==> src/rtl/ordered_merge_n.sv <==
// ordered_merge_n
// N-channel in-order merger for the encoder output path. Each producer
// channel offers beats tagged with a sequence index; beats are pushed into
// the output FIFO strictly in index order, wrapping after IDX_MAX. Among
// channels holding the current index the lowest channel number wins.
// A watchdog flags a sticky error when valid beats sit unmatched for
// STALL_MAX scan cycles (0 disables it).
//
// Ports:
//   clk        clock
//   reset      synchronous active-high reset (priority over clr)
//   clr        synchronous soft clear, same effect as reset
//   ch_valid   per-channel beat valid
//   ch_index   per-channel beat index, channel i at [i*IDX_W +: IDX_W]
//   ch_last    beat is the final beat of its index
//   ch_data    per-channel beat data, channel i at [i*DATA_W +: DATA_W]
//   ch_accept  one-hot accept pulse to the served channel
//   out_full   output FIFO full
//   out_push   output FIFO push strobe
//   out_data   output FIFO write data
//   out_clr    output FIFO clear (asserted while in INIT)
//   cur_index  index currently being emitted
//   stall_err  sticky watchdog error
module ordered_merge_n #(
   parameter int          NUM_CH    = 4,
   parameter int          IDX_W     = 10,
   parameter int          DATA_W    = 8,
   parameter int unsigned IDX_MAX   = 2**IDX_W - 1,
   parameter int unsigned STALL_MAX = 1024
) (
   input  logic                     clk,
   input  logic                     reset,
   input  logic                     clr,
   input  logic [NUM_CH-1:0]        ch_valid,
   input  logic [NUM_CH*IDX_W-1:0]  ch_index,
   input  logic [NUM_CH-1:0]        ch_last,
   input  logic [NUM_CH*DATA_W-1:0] ch_data,
   output logic [NUM_CH-1:0]        ch_accept,
   input  logic                     out_full,
   output logic                     out_push,
   output logic [DATA_W-1:0]        out_data,
   output logic                     out_clr,
   output logic [IDX_W-1:0]         cur_index,
   output logic                     stall_err
);

   localparam int SEL_W = (NUM_CH < 2) ? 1 : $clog2(NUM_CH);
   localparam int CNT_W = (STALL_MAX < 2) ? 1 : $clog2(STALL_MAX + 1);
   localparam logic [IDX_W-1:0] L_IDX_MAX = IDX_W'(IDX_MAX);

   typedef enum logic [2:0] {
      S_INIT  = 3'd0,
      S_SCAN  = 3'd1,
      S_PUSH  = 3'd2,
      S_FULL  = 3'd3,
      S_ERROR = 3'd4
   } state_t;

   state_t             r_state, w_state_nxt;
   logic [IDX_W-1:0]   r_cur_index, w_cur_index_nxt;
   logic [CNT_W-1:0]   r_stall_cnt, w_stall_cnt_nxt;
   logic [SEL_W-1:0]   r_sel, w_sel_nxt;
   logic               r_stall_err, w_stall_err_nxt;

   logic [NUM_CH-1:0]  w_match;
   logic [SEL_W-1:0]   w_win;
   logic [CNT_W-1:0]   w_stall_inc;
   logic               w_stall_hit;

   // Match against the current index; indices above IDX_MAX can never
   // equal r_cur_index, so they fall through to the watchdog.
   always_comb begin
      for (int unsigned i = 0; i < NUM_CH; i++) begin
         w_match[i] = ch_valid[i] && (ch_index[i*IDX_W +: IDX_W] == r_cur_index);
      end
   end

   // Fixed priority: scanning from the top down leaves the lowest match.
   always_comb begin
      w_win = '0;
      for (int unsigned i = 0; i < NUM_CH; i++) begin
         if (w_match[NUM_CH-1-i]) w_win = SEL_W'(NUM_CH-1-i);
      end
   end

   assign w_stall_inc = r_stall_cnt + CNT_W'(1);
   assign w_stall_hit = (STALL_MAX != 0) && (w_stall_inc == CNT_W'(STALL_MAX));

   always_ff @(posedge clk) begin
      if (reset || clr) begin
         r_state     <= S_INIT;
         r_cur_index <= '0;
         r_stall_cnt <= '0;
         r_sel       <= '0;
         r_stall_err <= 1'b0;
      end else begin
         r_state     <= w_state_nxt;
         r_cur_index <= w_cur_index_nxt;
         r_stall_cnt <= w_stall_cnt_nxt;
         r_sel       <= w_sel_nxt;
         r_stall_err <= w_stall_err_nxt;
      end
   end

   always_comb begin
      w_state_nxt     = r_state;
      w_cur_index_nxt = r_cur_index;
      w_stall_cnt_nxt = r_stall_cnt;
      w_sel_nxt       = r_sel;
      w_stall_err_nxt = r_stall_err;
      case (r_state)
         S_INIT: begin
            w_cur_index_nxt = '0;
            w_stall_cnt_nxt = '0;
            w_state_nxt     = S_SCAN;
         end
         S_SCAN: begin
            if (|w_match) begin
               w_stall_cnt_nxt = '0;
               if (out_full) begin
                  w_state_nxt = S_FULL;
               end else begin
                  w_sel_nxt   = w_win;
                  w_state_nxt = S_PUSH;
               end
            end else if (|ch_valid) begin
               w_stall_cnt_nxt = w_stall_inc;
               if (w_stall_hit) begin
                  w_stall_err_nxt = 1'b1;
                  w_state_nxt     = S_ERROR;
               end
            end else begin
               w_stall_cnt_nxt = '0;
            end
         end
         S_PUSH: begin
            if (ch_last[r_sel]) begin
               w_cur_index_nxt = (r_cur_index == L_IDX_MAX) ? '0
                                                           : r_cur_index + IDX_W'(1);
            end
            w_state_nxt = S_SCAN;
         end
         S_FULL: begin
            if (!out_full) w_state_nxt = S_SCAN;
         end
         S_ERROR: begin
            w_stall_err_nxt = 1'b1;
         end
         default: w_state_nxt = S_INIT;
      endcase
   end

   always_comb begin
      ch_accept = '0;
      out_push  = 1'b0;
      out_data  = '0;
      if (r_state == S_PUSH) begin
         ch_accept[r_sel] = 1'b1;
         out_push         = 1'b1;
         out_data         = ch_data[r_sel*DATA_W +: DATA_W];
      end
   end

   assign out_clr   = (r_state == S_INIT);
   assign cur_index = r_cur_index;
   assign stall_err = r_stall_err;

endmodule

==> config.mk <==
export PLATFORM = sky130hd
export DESIGN_NAME = ordered_merge_n
export DESIGN_NICKNAME = d
export VERILOG_FILES = /design/src/rtl/ordered_merge_n.sv
export SDC_FILE = /design/constraint.sdc
export NUM_CORES = 1
export LEC_CHECK = 0
export ABC_CLOCK_PERIOD_IN_PS = 2400
export BUFFER_PORTS_ARGS = -buffer_cell sky130_fd_sc_hd__buf_2
export CAP_MARGIN = 20
export CORE_MARGIN = 2
export CORE_UTILIZATION = 48
export DETAILED_ROUTE_END_ITERATION = 8
export HOLD_SLACK_MARGIN = 0.06
export PLACE_DENSITY = 0.89
export SLEW_MARGIN = 15
export SYNTH_ARGS = -nofsm -noshare
export SYNTH_HDL_FRONTEND = slang
export SYNTH_SLANG_ARGS = --single-unit
export TNS_END_PERCENT = 30
==> constraint.sdc <==
create_clock -name clk -period 2.4 [get_ports clk]
set_input_delay 0.24 -clock clk [delete_from_list [all_inputs] [get_ports clk]]
set_output_delay 0.24 -clock clk [all_outputs]
set_load 0.005 [all_outputs]
* After elaboration in Yosys (flattened, before gate mapping)
Cells that the tools add are included.
** Storage, ports and cells
- Output and inout port bits :: 25
- Flip-flop bits (word level) :: 27
- Word-level logic and storage cells :: 73
- Bits of input ports :: 84
** Operators by class
- Reductions and logical operators :: 17
- Add/subtract/negate cells :: 2
- Eq/ne operators :: 17
- $lt $le $gt $ge :: 2
- Bitwise operators :: 2
- Shift-type cells :: 1
- Muxes and demuxes :: 27
** Operator list (count)
- $eq A10 B10 Y1 :: 4
- $shiftx A32 B6 Y8 :: 1
- $mux W11 :: 2
- $pmux W11 S2 :: 1
- $mux W10 :: 2
- $pmux W10 S2 :: 1
- $mux W3 :: 4
- $pmux W3 S4 :: 1
- $add A11 B1 Y11 const B :: 1
- $eq A11 B11 Y1 const B :: 1
- $add A10 B1 Y10 const B :: 1
- $eq A10 B10 Y1 const B :: 1
- $ne A2 B2 Y1 const B :: 5
- $mux W2 :: 4
- $mux W8 :: 1
- $reduce_and A4 Y1 :: 2
- $reduce_or A4 Y1 :: 2
- $mux W1 :: 7
- $eq A3 B2 Y1 const B :: 2
- $ne A3 B3 Y1 const B :: 2
- $reduce_bool A2 Y1 :: 3
- $logic_and A1 B1 Y1 :: 5
- $mux W4 :: 1
- $eq A3 B1 Y1 const B :: 1
- other kinds (12) :: 13

* Logic depth before layout (Yosys ltp)
- Depth in word-level cells :: 6
- Mapped depth :: 8
- Mapped depth without buffers :: 7

* Least setup slack after synthesis
No wires, ideal clock.
- Path type :: reg2reg
- Start point :: reg r_stall_cnt[0]
- End point :: reg r_state[2]
- Arrival :: 1657 ps
- Data required time :: 2321 ps
- Cell stages (with the launch flop) :: 8
- Library setup time :: 79 ps
- Slack :: 663 ps
- Clock period less this slack :: 1737 ps
- Buffers on the path :: 0
- Cell sequence :: dfxtp_1 > ha_1 > nand3_1 > nor3_1 > nand4_2 > a21oi_2 > a21oi_1 > a211oi_2
** On the way
- Word-level cells in the longest chain between the ends :: 4
** RTL lines
- start: declaration :: RTL line 61 : logic [CNT_W-1:0] r_stall_cnt, w_stall_cnt_nxt;
- start signal: assignment :: RTL line 99 : r_stall_cnt <= w_stall_cnt_nxt;
- $add A11 B1 Y11 :: RTL line 86 : assign w_stall_inc = r_stall_cnt + CNT_W'(1);
- $eq A11 B11 Y1 :: RTL line 87 : assign w_stall_hit = (STALL_MAX != 0) && (w_stall_inc == CNT_W'(STALL_MAX));
- $ne A3 B3 Y1 (no line)
- $reduce_and A4 Y1 (no line)
- end signal: assignment :: RTL line 97 : r_state <= w_state_nxt;
- end: declaration :: RTL line 59 : state_t r_state, w_state_nxt;
No other way between the ends.
A chain may end at the register's enable or synchronous reset.

* Final worst setup path
- Start point :: reg r_cur_index[3], in the netlist cur_index[3]
- End point :: reg r_stall_cnt[6]
** On the way
- Word-level cells in the longest chain between the ends :: 5
- Elaborated cells between the ends (all ways) :: 11
** RTL lines
- start: declaration :: RTL line 60 : logic [IDX_W-1:0] r_cur_index, w_cur_index_nxt;
- start signal: assignment :: RTL line 98 : r_cur_index <= w_cur_index_nxt;
- $eq A10 B10 Y1 :: RTL line 74 : w_match[i] = ch_valid[i] && (ch_index[i*IDX_W +: IDX_W] == r_cur_index);
- $logic_and A1 B1 Y1 :: RTL line 74
- $reduce_or A4 Y1 (*) :: RTL line 118 : if (|w_match) begin
- $mux W11 (*) :: RTL line 118
- $pmux W11 S2 (*) :: RTL line 111 : case (r_state)
Every way passes the cells marked *; elsewhere a longest branch is shown, timed or not.

==> reports/results.md <==
Outcome
* result of the run: completed

Floorplan
* Die Span Y: 75.28 µm
* # rows: 25
* Core Box Area: 0.004817 mm²
* die outline area: 0.005666 mm²
* boundary pin count: 109
* horizontal die dimension: 75.28 µm
* effective utilization at floorplan: 50.62%

STA
* share of the cycle needed by the critical path after routing: 85.74%
* shortest clock period the worst path allows after layout: 2.058 ns
* final slew viol count: 0
* final count of hold timing violations: 0
* Setup Skew: 0.007080 ns
* measured slew at the worst slew-check pin: 0.7200 ns
* sum of negative setup slack: 0 ns
* tightest slew margin relative to the limit: 51.95%
* setup repair after global routing missed its margin: false
* number of failing setup endpoints in the final timing report: 0
* Max Clock Freq: 486.0 MHz

Routing
* final wirelength: 7297 µm
* iteration count of the initial detailed-routing pass: 4
* number of remaining DRC errors: 0
* detailed-route via count: 2725
* Routed Antenna Nets: 0
* per-cell via count in the routed design: 5.950
* Detailed Route Iter0 Violations: 184
* wire length per cell after detailed routing: 15.93 µm

Worst setup path
* number of buffers and inverters on the critical path: 0
* kind of start point of the critical path: flip-flop
* data required time of the critical path: 2.61 ns
* critical path, cell by cell: xnor2_1 -> nand4_1 -> nor3_1 -> nor3_4 -> nand4b_1 -> a31oi_1
* CP top delay family: simple AND/OR/NAND/NOR gates
* Worst EP arrival: 2.27 ns
* maximum fanout along the worst path: 19
* Worst path slowest cell: nor3_4
* startpoint-to-endpoint class of the critical path: flip-flop to flip-flop
* Worst path max stage delay: 0.62 ns
* type of element capturing the critical path: flip-flop

Global route
* GRT busiest layer: met2
* maximum number of pins on one net before global-route repair: 20
* met1 layer usage reported by global route: 31.18%
* antenna violations before repair: 0
* number of global-route vias before repair: 2487
* Total Routing Usage GR: 26.17%
* global routing usage on met3: 4.284%
* Overflow after GRT: 0
* global-route track usage on met2: 47.66%
* first-pass GRT wire length: 11390 µm

Logic synthesis
* average cell area after synthesis: 8.211 µm²
* flip-flop and latch count after synthesis: 27
* Post-Synthesis Cell Area: 0.002439 mm²
* proportion of synthesized chip area in sequential cells: 22.17%
* Yosys Warn Count: 0
* count of different cell masters after synthesis: 54
* synthesized instance count: 297
* syn nets: 383

Clock network
* # hold bufs at CTS: 0
* clock tree from TritonCTS: yes
* cell chosen for the clock root: clkbuf_8
* total number of clock tree sinks: 27
* CTS-repair resized insts: 0
* Inserted Clock Buffers: 3
* post-CTS setup buffers: 0
* maximum level of the CTS H-tree: 1
* post-CTS clock slew at the launch and capture registers of the worst setup and hold paths: 0.10 ns
* buffers from clock root to sink, at most: 2
* Skew-Pair Late Insertion Delay: 0.28 ns

Layout
* synthesis-to-layout area growth: 23.70%
* number of filler cells placed in the layout: 451
* finished layout cell area: 0.003017 mm²
* antenna diode count: 0
* NumNets Final: 478
* share of cells above drive strength 1: 37.08%

Place
* placer congestion estimate: 0.9286
* total of buffers placed on input and output ports: 108
* post-detailed-placement cell area: 0.002970 mm²
* HPWL after DPL: 5830 µm

Pwr
* worst-case vdd ir drop: 308.1 µV
* P per Cell Area: 305.0 mW/mm²
* leakage: 1.183 nW

Min path
* class of the most critical hold timing path: input port to flip-flop

Job
* max-capacitance violation count: 0

[power breakdown]
group          internal, W  total, W  leakage (nW)  switching, W
registers         0.000450  0.000456         0.218    0.00000536
logic             0.000100  0.000196         0.940     0.0000960
clock network     0.000117  0.000268        0.0255      0.000152
total             0.000667  0.000920          1.18      0.000253
[path summary, 6_finish.rpt]
path         slack [ns]    startpoint  cells past startpoint              to
max                0.34  cur_index[3]                      6  r_stall_cnt[6]
min                0.31         reset                      4        r_sel[1]
max reg2reg        0.34  cur_index[3]                      6  r_stall_cnt[6]
min reg2reg        0.51     stall_err                      2       stall_err
[cell usage after synthesis (all sizes together)]
cell type  instances  area (µm²)
o21ai              9       60.06
nor3b              2       20.02
o211a              1       10.01
xnor2             41       359.1
clkbuf             4       16.26
inv                7       26.28
mux2i              1       10.01
mux4               9       202.7
ha                 2       25.02
a21o               1       7.510
o31a               1       10.01
nand4b             6       52.55
and3              12       75.07
nor4               3       40.04
nand2b             2       12.51
and4               1       8.760
a21oi              9       48.80
nor2              27       118.9
o31ai              1       7.510
or3                2       12.51
buf               16       91.34
dfxtp             27       540.5
nand3b             1       7.510
xor2               6       52.55
nand4             29       187.7
a31oi             10       62.56
a32oi              1       8.760
o211ai             1       7.510
or4                3       26.27
o32ai              1       8.760
clkinv             1       3.750
a211oi             1       12.51
nand3             18       90.09
o221ai             1       15.01
nor2b              1       6.260
or2                2       12.51
nor3              13       91.34
nand2             24       90.09
[tightest hold or removal path, cell delays in order]
cell	delay, ns
buf_2	0.08
nor2_1	0.09
nand2_1	0.09
a21oi_1	0.04
[cells in the final DEF, fill, tap and decap left out, drive strengths merged, types with 2 or more instances in the layout]
| master | instances |
|---|---|
| nor3b | 2 |
| nand2b | 2 |
| or3 | 2 |
| nor2 | 27 |
| mux4 | 9 |
| clkbuf | 3 |
| a21oi | 9 |
| ha | 2 |
| o21ai | 9 |
| nor4 | 3 |
| or2 | 2 |
| xnor2 | 41 |
| inv | 7 |
| nand3 | 18 |
| clkinv | 2 |
| nor3 | 13 |
| or4 | 3 |
| and3 | 12 |
| dfxtp | 27 |
| xor2 | 6 |
| nand4 | 29 |
| a31oi | 10 |
| buf | 110 |
| nand2 | 24 |
| nand4b | 6 |
[registers in the layout, summed over array words and instances, names as in the netlist]
| name | count |
|---|---|
| r_sel | 2 |
| cur_index | 10 |
| r_stall_cnt | 11 |
| stall_err | 1 |
| r_state | 3 |
[stage by stage]
step | total power [W] | std cells | hold WS (ns) | utilization, % | setup slack [ns]
2_1_floorplan | 0.0005631 | 297 | 0.4164 | - | 0.6635
3_3_place_gp | 0.0006555 | 454 | 0.4848 | 61.66 | 0.4635
3_5_place_dp | 0.0006599 | 454 | 0.4937 | 61.66 | 0.3798
4_1_cts | 0.0009198 | 458 | 0.3014 | 62.62 | 0.3644
5_1_grt | 0.0009675 | 458 | 0.3266 | 62.62 | 0.1607
6_report | 0.0009200 | 458 | 0.3144 | 62.62 | 0.3423
[routing by layer]
layer	vias to the layer above	part of all wire, %
met5	-	0
met4	0	2.7
met3	20	8.7
met2	134	50
met1	1287	39
li1	1284	-
[final cells by class]
| type | count | area, µm² | share of cell area (%) |
|---|---|---|---|
| Clock inverter | 1 | 5.005 | 0.1659 |
| Sequential cell | 27 | 540.5 | 17.92 |
| Timing Repair Buffer | 110 | 555.5 | 18.42 |
| Multi-Input combinational cell | 242 | 1760 | 58.36 |
| Tap cell | 67 | 83.83 | 2.779 |
| Inverter | 8 | 30.03 | 0.9954 |
| Clock buffer | 3 | 41.29 | 1.369 |
[cells by family (layout without fill, tap and decap cells)]
group           Yosys count  count (layout)  synth area share (%)
mux                      10              10                 8.722
fa+ha+maj                 2               2                 1.026
compound gates           37              37                 10.62
flops                    27              27                 22.17
simple gates            146             146                 34.94
xor+xnor                 47              47                 16.88
buf+inv                  28             122                 5.644
Power figures use the tool's default switching activity.
